==> config.mk <==
export PLATFORM = sky130hd
export DESIGN_NAME = enemy_fleet_ctrl
export DESIGN_NICKNAME = d
export VERILOG_FILES = /design/src/rtl/enemy_fleet_ctrl.sv
export SDC_FILE = /design/constraint.sdc
export NUM_CORES = 1
export LEC_CHECK = 0
export CELL_PAD_IN_SITES_DETAIL_PLACEMENT = 1
export CELL_PAD_IN_SITES_GLOBAL_PLACEMENT = 1
export CORE_UTILIZATION = 44
export CTS_CLUSTER_SIZE = 28
export DETAILED_ROUTE_END_ITERATION = 10
export GPL_ROUTABILITY_DRIVEN = 0
export PLACE_DENSITY_LB_ADDON = 0.1
export SLEW_MARGIN = 15
export SYNTH_ARGS = -nofsm -noshare
export SYNTH_HDL_FRONTEND = slang
export SYNTH_SLANG_ARGS = --single-unit
==> constraint.sdc <==
create_clock -name frame_clk -period 5.11 [get_ports frame_clk]
set_clock_uncertainty 0.05 [all_clocks]
set_input_delay 0.511 -clock frame_clk [delete_from_list [all_inputs] [get_ports frame_clk]]
set_output_delay 0.511 -clock frame_clk [all_outputs]
set_load 0.01 [all_outputs]
==> src/rtl/enemy_fleet_ctrl.sv <==
// enemy_fleet_ctrl
//   Fleet-level march controller. It runs once per video frame and decides
//   when the whole alien fleet takes a horizontal step and which way it goes.
//   When the next step would cross a screen edge, the fleet drops DROP_ROWS
//   pixels, one pixel per frame, and then reverses direction. The controller
//   also tracks the fleet bounding box and reports landing and wave-clear.
//
//   Ports
//     frame_clk          in   1   frame-rate clock (one rising edge per frame)
//     Reset              in   1   synchronous, active-high, beats every input
//     start              in   1   begin a wave; only looked at in IDLE
//     freeze             in   1   pause: every register holds, strobes are 0
//     alive_count        in   6   number of aliens still alive
//     enemy_direction_X  out  1   0 = left, 1 = right
//     enemy_direction_Y  out  1   1 = descend 1 px this frame
//     move_en            out  1   1-frame strobe: horizontal step this frame
//     fleet_x            out  10  bounding-box left x
//     fleet_y            out  10  bounding-box top y
//     fleet_landed       out  1   sticky: fleet bottom reached LAND_Y
//     wave_clear         out  1   1-frame strobe: alive_count reached 0
//     o_dbg_state        out  2   current FSM state (IDLE/MARCH/DESCEND/LANDED)
//
//   Every output is a register, so a decision made on one clock edge is
//   visible to the sprite instances for the whole following frame.
module enemy_fleet_ctrl #(
  parameter int INIT_X      = 100,
  parameter int INIT_Y      = 40,
  parameter int FLEET_W     = 300,
  parameter int FLEET_H     = 120,
  parameter int LEFT_BOUND  = 8,
  parameter int RIGHT_BOUND = 632,
  parameter int STEP_X      = 4,
  parameter int DROP_ROWS   = 8,
  parameter int LAND_Y      = 440,
  parameter int MIN_PERIOD  = 2
) (
  input  logic       frame_clk,
  input  logic       Reset,
  input  logic       start,
  input  logic       freeze,
  input  logic [5:0] alive_count,
  output logic       enemy_direction_X,
  output logic       enemy_direction_Y,
  output logic       move_en,
  output logic [9:0] fleet_x,
  output logic [9:0] fleet_y,
  output logic       fleet_landed,
  output logic       wave_clear,
  output logic [1:0] o_dbg_state
);

  localparam logic [1:0] S_IDLE    = 2'd0;
  localparam logic [1:0] S_MARCH   = 2'd1;
  localparam logic [1:0] S_DESCEND = 2'd2;
  localparam logic [1:0] S_LANDED  = 2'd3;

  logic [1:0] r_state;
  logic       r_dir_x;
  logic       r_dir_y;
  logic       r_move_en;
  logic [9:0] r_fleet_x;
  logic [9:0] r_fleet_y;
  logic       r_landed;
  logic       r_wave_clear;
  logic [6:0] r_frame_cnt;
  logic [3:0] r_drop_cnt;

  logic [6:0]  w_period_m1;
  logic        w_tick;
  logic [10:0] w_right_sum;
  logic        w_right_edge;
  logic        w_left_edge;
  logic [10:0] w_land_sum;
  logic        w_land;
  logic        w_drop_done;

  // period - 1 = MIN_PERIOD - 1 + alive_count; re-evaluated every frame, so a
  // shrinking period that leaves frame_cnt above it simply ticks right away.
  assign w_period_m1  = {1'b0, alive_count} + 7'(MIN_PERIOD - 1);
  assign w_tick       = (r_frame_cnt >= w_period_m1);

  // 11-bit sums so the edge and landing compares can never wrap.
  assign w_right_sum  = {1'b0, r_fleet_x} + 11'(FLEET_W + STEP_X);
  assign w_right_edge = r_dir_x && (w_right_sum > 11'(RIGHT_BOUND));
  assign w_left_edge  = !r_dir_x && ({1'b0, r_fleet_x} < 11'(LEFT_BOUND + STEP_X));

  // Looks at the y this frame's descent is about to produce (fleet_y + 1).
  assign w_land_sum   = {1'b0, r_fleet_y} + 11'(FLEET_H + 1);
  assign w_land       = (w_land_sum >= 11'(LAND_Y));
  assign w_drop_done  = (r_drop_cnt == 4'(DROP_ROWS - 1));

  always_ff @(posedge frame_clk) begin
    if (Reset) begin
      r_state      <= S_IDLE;
      r_dir_x      <= 1'b1;
      r_dir_y      <= 1'b0;
      r_move_en    <= 1'b0;
      r_fleet_x    <= 10'(INIT_X);
      r_fleet_y    <= 10'(INIT_Y);
      r_landed     <= 1'b0;
      r_wave_clear <= 1'b0;
      r_frame_cnt  <= 7'd0;
      r_drop_cnt   <= 4'd0;
    end else if (freeze) begin
      // Hold everything; only the per-frame strobes are forced low.
      r_move_en    <= 1'b0;
      r_dir_y      <= 1'b0;
      r_wave_clear <= 1'b0;
    end else begin
      r_move_en    <= 1'b0;
      r_dir_y      <= 1'b0;
      r_wave_clear <= 1'b0;
      case (r_state)
        S_IDLE: begin
          if (start) begin
            r_fleet_x   <= 10'(INIT_X);
            r_fleet_y   <= 10'(INIT_Y);
            r_dir_x     <= 1'b1;
            r_frame_cnt <= 7'd0;
            r_state     <= S_MARCH;
          end
        end
        S_MARCH: begin
          if (alive_count == 6'd0) begin
            r_wave_clear <= 1'b1;
            r_state      <= S_IDLE;
          end else if (!w_tick) begin
            r_frame_cnt <= r_frame_cnt + 7'd1;
          end else begin
            r_frame_cnt <= 7'd0;
            if (w_right_edge || w_left_edge) begin
              r_drop_cnt <= 4'd0;
              r_state    <= S_DESCEND;
            end else begin
              r_move_en <= 1'b1;
              if (r_dir_x) r_fleet_x <= r_fleet_x + 10'(STEP_X);
              else         r_fleet_x <= r_fleet_x - 10'(STEP_X);
            end
          end
        end
        S_DESCEND: begin
          r_dir_y    <= 1'b1;
          r_fleet_y  <= r_fleet_y + 10'd1;
          r_drop_cnt <= r_drop_cnt + 4'd1;
          // Landing wins over the end of the drop.
          if (w_land) begin
            r_landed <= 1'b1;
            r_state  <= S_LANDED;
          end else if (w_drop_done) begin
            r_dir_x     <= !r_dir_x;
            r_frame_cnt <= 7'd0;
            r_state     <= S_MARCH;
          end
        end
        default: begin
          // LANDED: terminal until Reset; strobes already defaulted low.
          r_state <= S_LANDED;
        end
      endcase
    end
  end

  assign enemy_direction_X = r_dir_x;
  assign enemy_direction_Y = r_dir_y;
  assign move_en           = r_move_en;
  assign fleet_x           = r_fleet_x;
  assign fleet_y           = r_fleet_y;
  assign fleet_landed      = r_landed;
  assign wave_clear        = r_wave_clear;
  assign o_dbg_state       = r_state;

endmodule

==> results.md <==
- Antenna Nets Post-Route: 0
- Hold Path Stages: 2
- Clock Tree Buf Depth: 2
- Max Freq: roughly 290 MHz
- Final Hold Fails: 0
- Gr usage total: ~23%
- M2 GR Usage: a little under two fifths
- RSZ-0062 raised after global routing: false
- Synth area leader: dfxtp_1
- Combinational fraction of design power: 10.8%
- Min-Delay Path Class: flop to flop
- Drt pass-1 iters: 4
- Clk network pwr share: 38.7%
- Clock root cell: clkbuf_8
- Vias: 2373
- Hold path start: r_drop_cnt[3]
- R2R Setup Slk: between 2000 and 2500 ps
- Outcome: complete, no violations
- CP endpoint kind: flop
- Final Max Tran Viols: 0
- Slew @ Worst Pin: 878.3 ps
- CTS H-Tree Depth: 2
- Layout cells sized above 1: 5.030%
- # port buffers: 34
- Setup TNS: 0 ps
- WP data arrival: around 3600 ps
- Leading cell type in the layout, fill and taps excluded: dfxtp_1
- Crit path kind: input pin to flop
- Area delta synth->final: 19.48%
- Most used DFF post-synth: dfxtp_1
- FF-to-FF End: fleet_x[9]
- # rows: 27
- Minimum clock period: between 3000 and 4000 ps
- # DRC: 0
- First-pass GRT wire length: approximately 11000 um
- Fin crit share: between 60% and 70%
- Max VDD drop: 128.8 uV
- Max Cap Violations: 0
- CP required: between 5000 and 6000 ps
- Detailed Route WL: around 6500 um
- Via density per instance: 5.788
- Largest net degree at the start of global routing: 22
- Finish-stage setup viols: 0
- Sequential power share: 50.4%
- Warning count from the yosys run: 0
- Starting Density: between 40 and 50%
- Crit-path slowest cell: clkdlybuf4s50_1
- Max incr delay on CP: between 500 and 600 ps
- Leak pwr: approximately 1.1 nW
- Routed WL per cell: 15.89 um
- Register-to-Register Path Depth: 9
- Vias in the first global route: roughly 2300
- NumNets Final: ~370
- Max-slew headroom: about two fifths
- Hold buffers post-CTS: 0
- Worst-path clk slew: 80 ps
- Switching share of power: 27.21%
- Total setup buffers inserted after CTS: 0
- Grt total ovfl: 0
- TritonCTS Sinks: 36
- Setup crit start kind: input pin
- Synthesized cell area: 2492 sq um
- Met3 Use GR: between 4 and 5%
- Crit Path Max Fanout: 9
- Final hold slack: 416.0 ps
- NetSw: around 0.16 mW
- Int Power: 0.4172 mW
- Synth cell types: 59
- Synth top area share: 28.92%
- Die area: 5970 sq um
- Die H: ~77 um
- Met1 usage: 29.64%
- IO Count: 37
- Cell Pwr Density: a little under 200 nW/um^2
- CTS tree: done
- FF+latch count, synth: 36
- Gate count of the mapped netlist: 304
- Detailed placer's ending HPWL: roughly 4700 um
- Number of synthesized flops with an enable pin: 0
- Clock latency on the worst-skew pair: just under 300 ps
- DR iter-0 viols: a little under 100
- Area contributors post-synth: dfxtp_1, ha_1, a21oi_1
- Commonest cells after routing, fill and taps aside: dfxtp_1, clkdlybuf4s50_1, nor2_1
- Cell breakdown of the critical path: clkdlybuf4s50_1 -> and3_1 -> nand3_1 -> xor2_1 -> ha_1 -> nand4_1 -> o21ai_1 -> nand4_2 -> or4_1 -> a31oi_1
- Sequential share of the synthesized area: around 29%
- Hold Path End: r_drop_cnt[3]
- CTS resizes: 0
- FFs w/ async S/R, synth: 0%
- CTS buffer count: 5
- Core region area: between 5000 and 6000 sq um
- Antenna violations before repair: 0
- Overall Power: between 0.5 and 0.6 mW
- Die W: 77.27 um
- FF-to-FF Start: enemy_direction_X
- Most Crowded Layer GR: met2
- Syn Area/Cell: between 8 and 9 sq um
- N_diodes: 0
[power groups by stage]
stage,logic [mW],clock network [mW],registers [mW]
after global routing,0.0687,0.236,0.290
after detailed placement,0.0623,0,0.296
final,0.0621,0.222,0.289
after CTS,0.0626,0.228,0.289
after global placement,0.0604,0,0.296
after floorplan,0.0399,0,0.293
[cell usage after synthesis (all sizes together) (4+ instances only)]
cell type and instances:
or3 6, and3 4, nand4 6, nor2 24, a311oi 5, xnor2 10
xor2 7, inv 16, dfxtp 36, clkbuf 5, o21ai 12, buf 4
nor3 14, nor2b 5, nand2b 8, nand3 18, a21o 4, a22o 4
a21oi 22, nand2 23, ha 21
[flip-flops by register name, summed over array words and instances, names as in the netlist]
name and cells:
r_frame_cnt 7, o_dbg_state 2, fleet_x 8, fleet_y 10, enemy_direction_X 1, move_en 1
wave_clear 1, r_drop_cnt 4, fleet_landed 1, enemy_direction_Y 1
[cell families (layout without fill, tap and decap cells)]
kind of cell	count (synthesis)	in the layout	share of synthesized area [%]
simple gates	121	121	26.81
compound gates	79	79	21.69
flops	36	36	28.92
buf+inv	26	59	4.267
fa+ha+maj	22	22	11.35
xor+xnor	17	17	5.974
mux	2	2	0.8534
other cells	1	2	0.1505
[worst max-delay path by stage]
stage | to | slack (ps) | startpoint
after detailed placement | fleet_x[9] | 1470 | alive_count[2]
after CTS | fleet_x[8] | 1770 | alive_count[2]
after global placement | fleet_x[6] | 1640 | alive_count[2]
after floorplan | fleet_x[9] | 2470 | alive_count[0]
after global routing | fleet_x[6] | 1520 | alive_count[2]
final | fleet_x[9] | 1690 | alive_count[2]
[stage by stage]
stage	setup slack (ps)	cells	utilization [%]	instance area, sq um
global placement	1639	402	52.70	2884
detailed placement	1471	402	52.70	2884
finish	1686	410	54.41	2978
global route	1525	410	54.41	2978
CTS	1769	410	54.41	2978
floorplan	2467	305	-	2496
[critical path, delay by kind of cell]
family / cells / cell delay (ps)
simple gates: 5 / 1320
xor+xnor: 1 / 160
compound gates: 2 / 710
buf+inv: 1 / 560
fa+ha+maj: 1 / 310
[per-layer routing]
layer  vias to the layer above  routed length (um)
met1                      1140                3102
met4                         0                  93
met2                        42                3093
li1                       1182                   -
met3                         9                 223
met5                         -                   0
[final cells by class]
| type | instances | area (sq um) |
|---|---|---|
| sequential | 36 | 720.7 |
| clock buffer | 7 | 86.33 |
| tap | 72 | 90.09 |
| inverter | 17 | 63.81 |
| multi-input combinational | 243 | 1669 |
| fill | 665 | 2495 |
| clock inverter | 1 | 7.507 |
| timing repair buffer | 34 | 340.3 |
No activity file was read; power rests on OpenSTA's default activity.
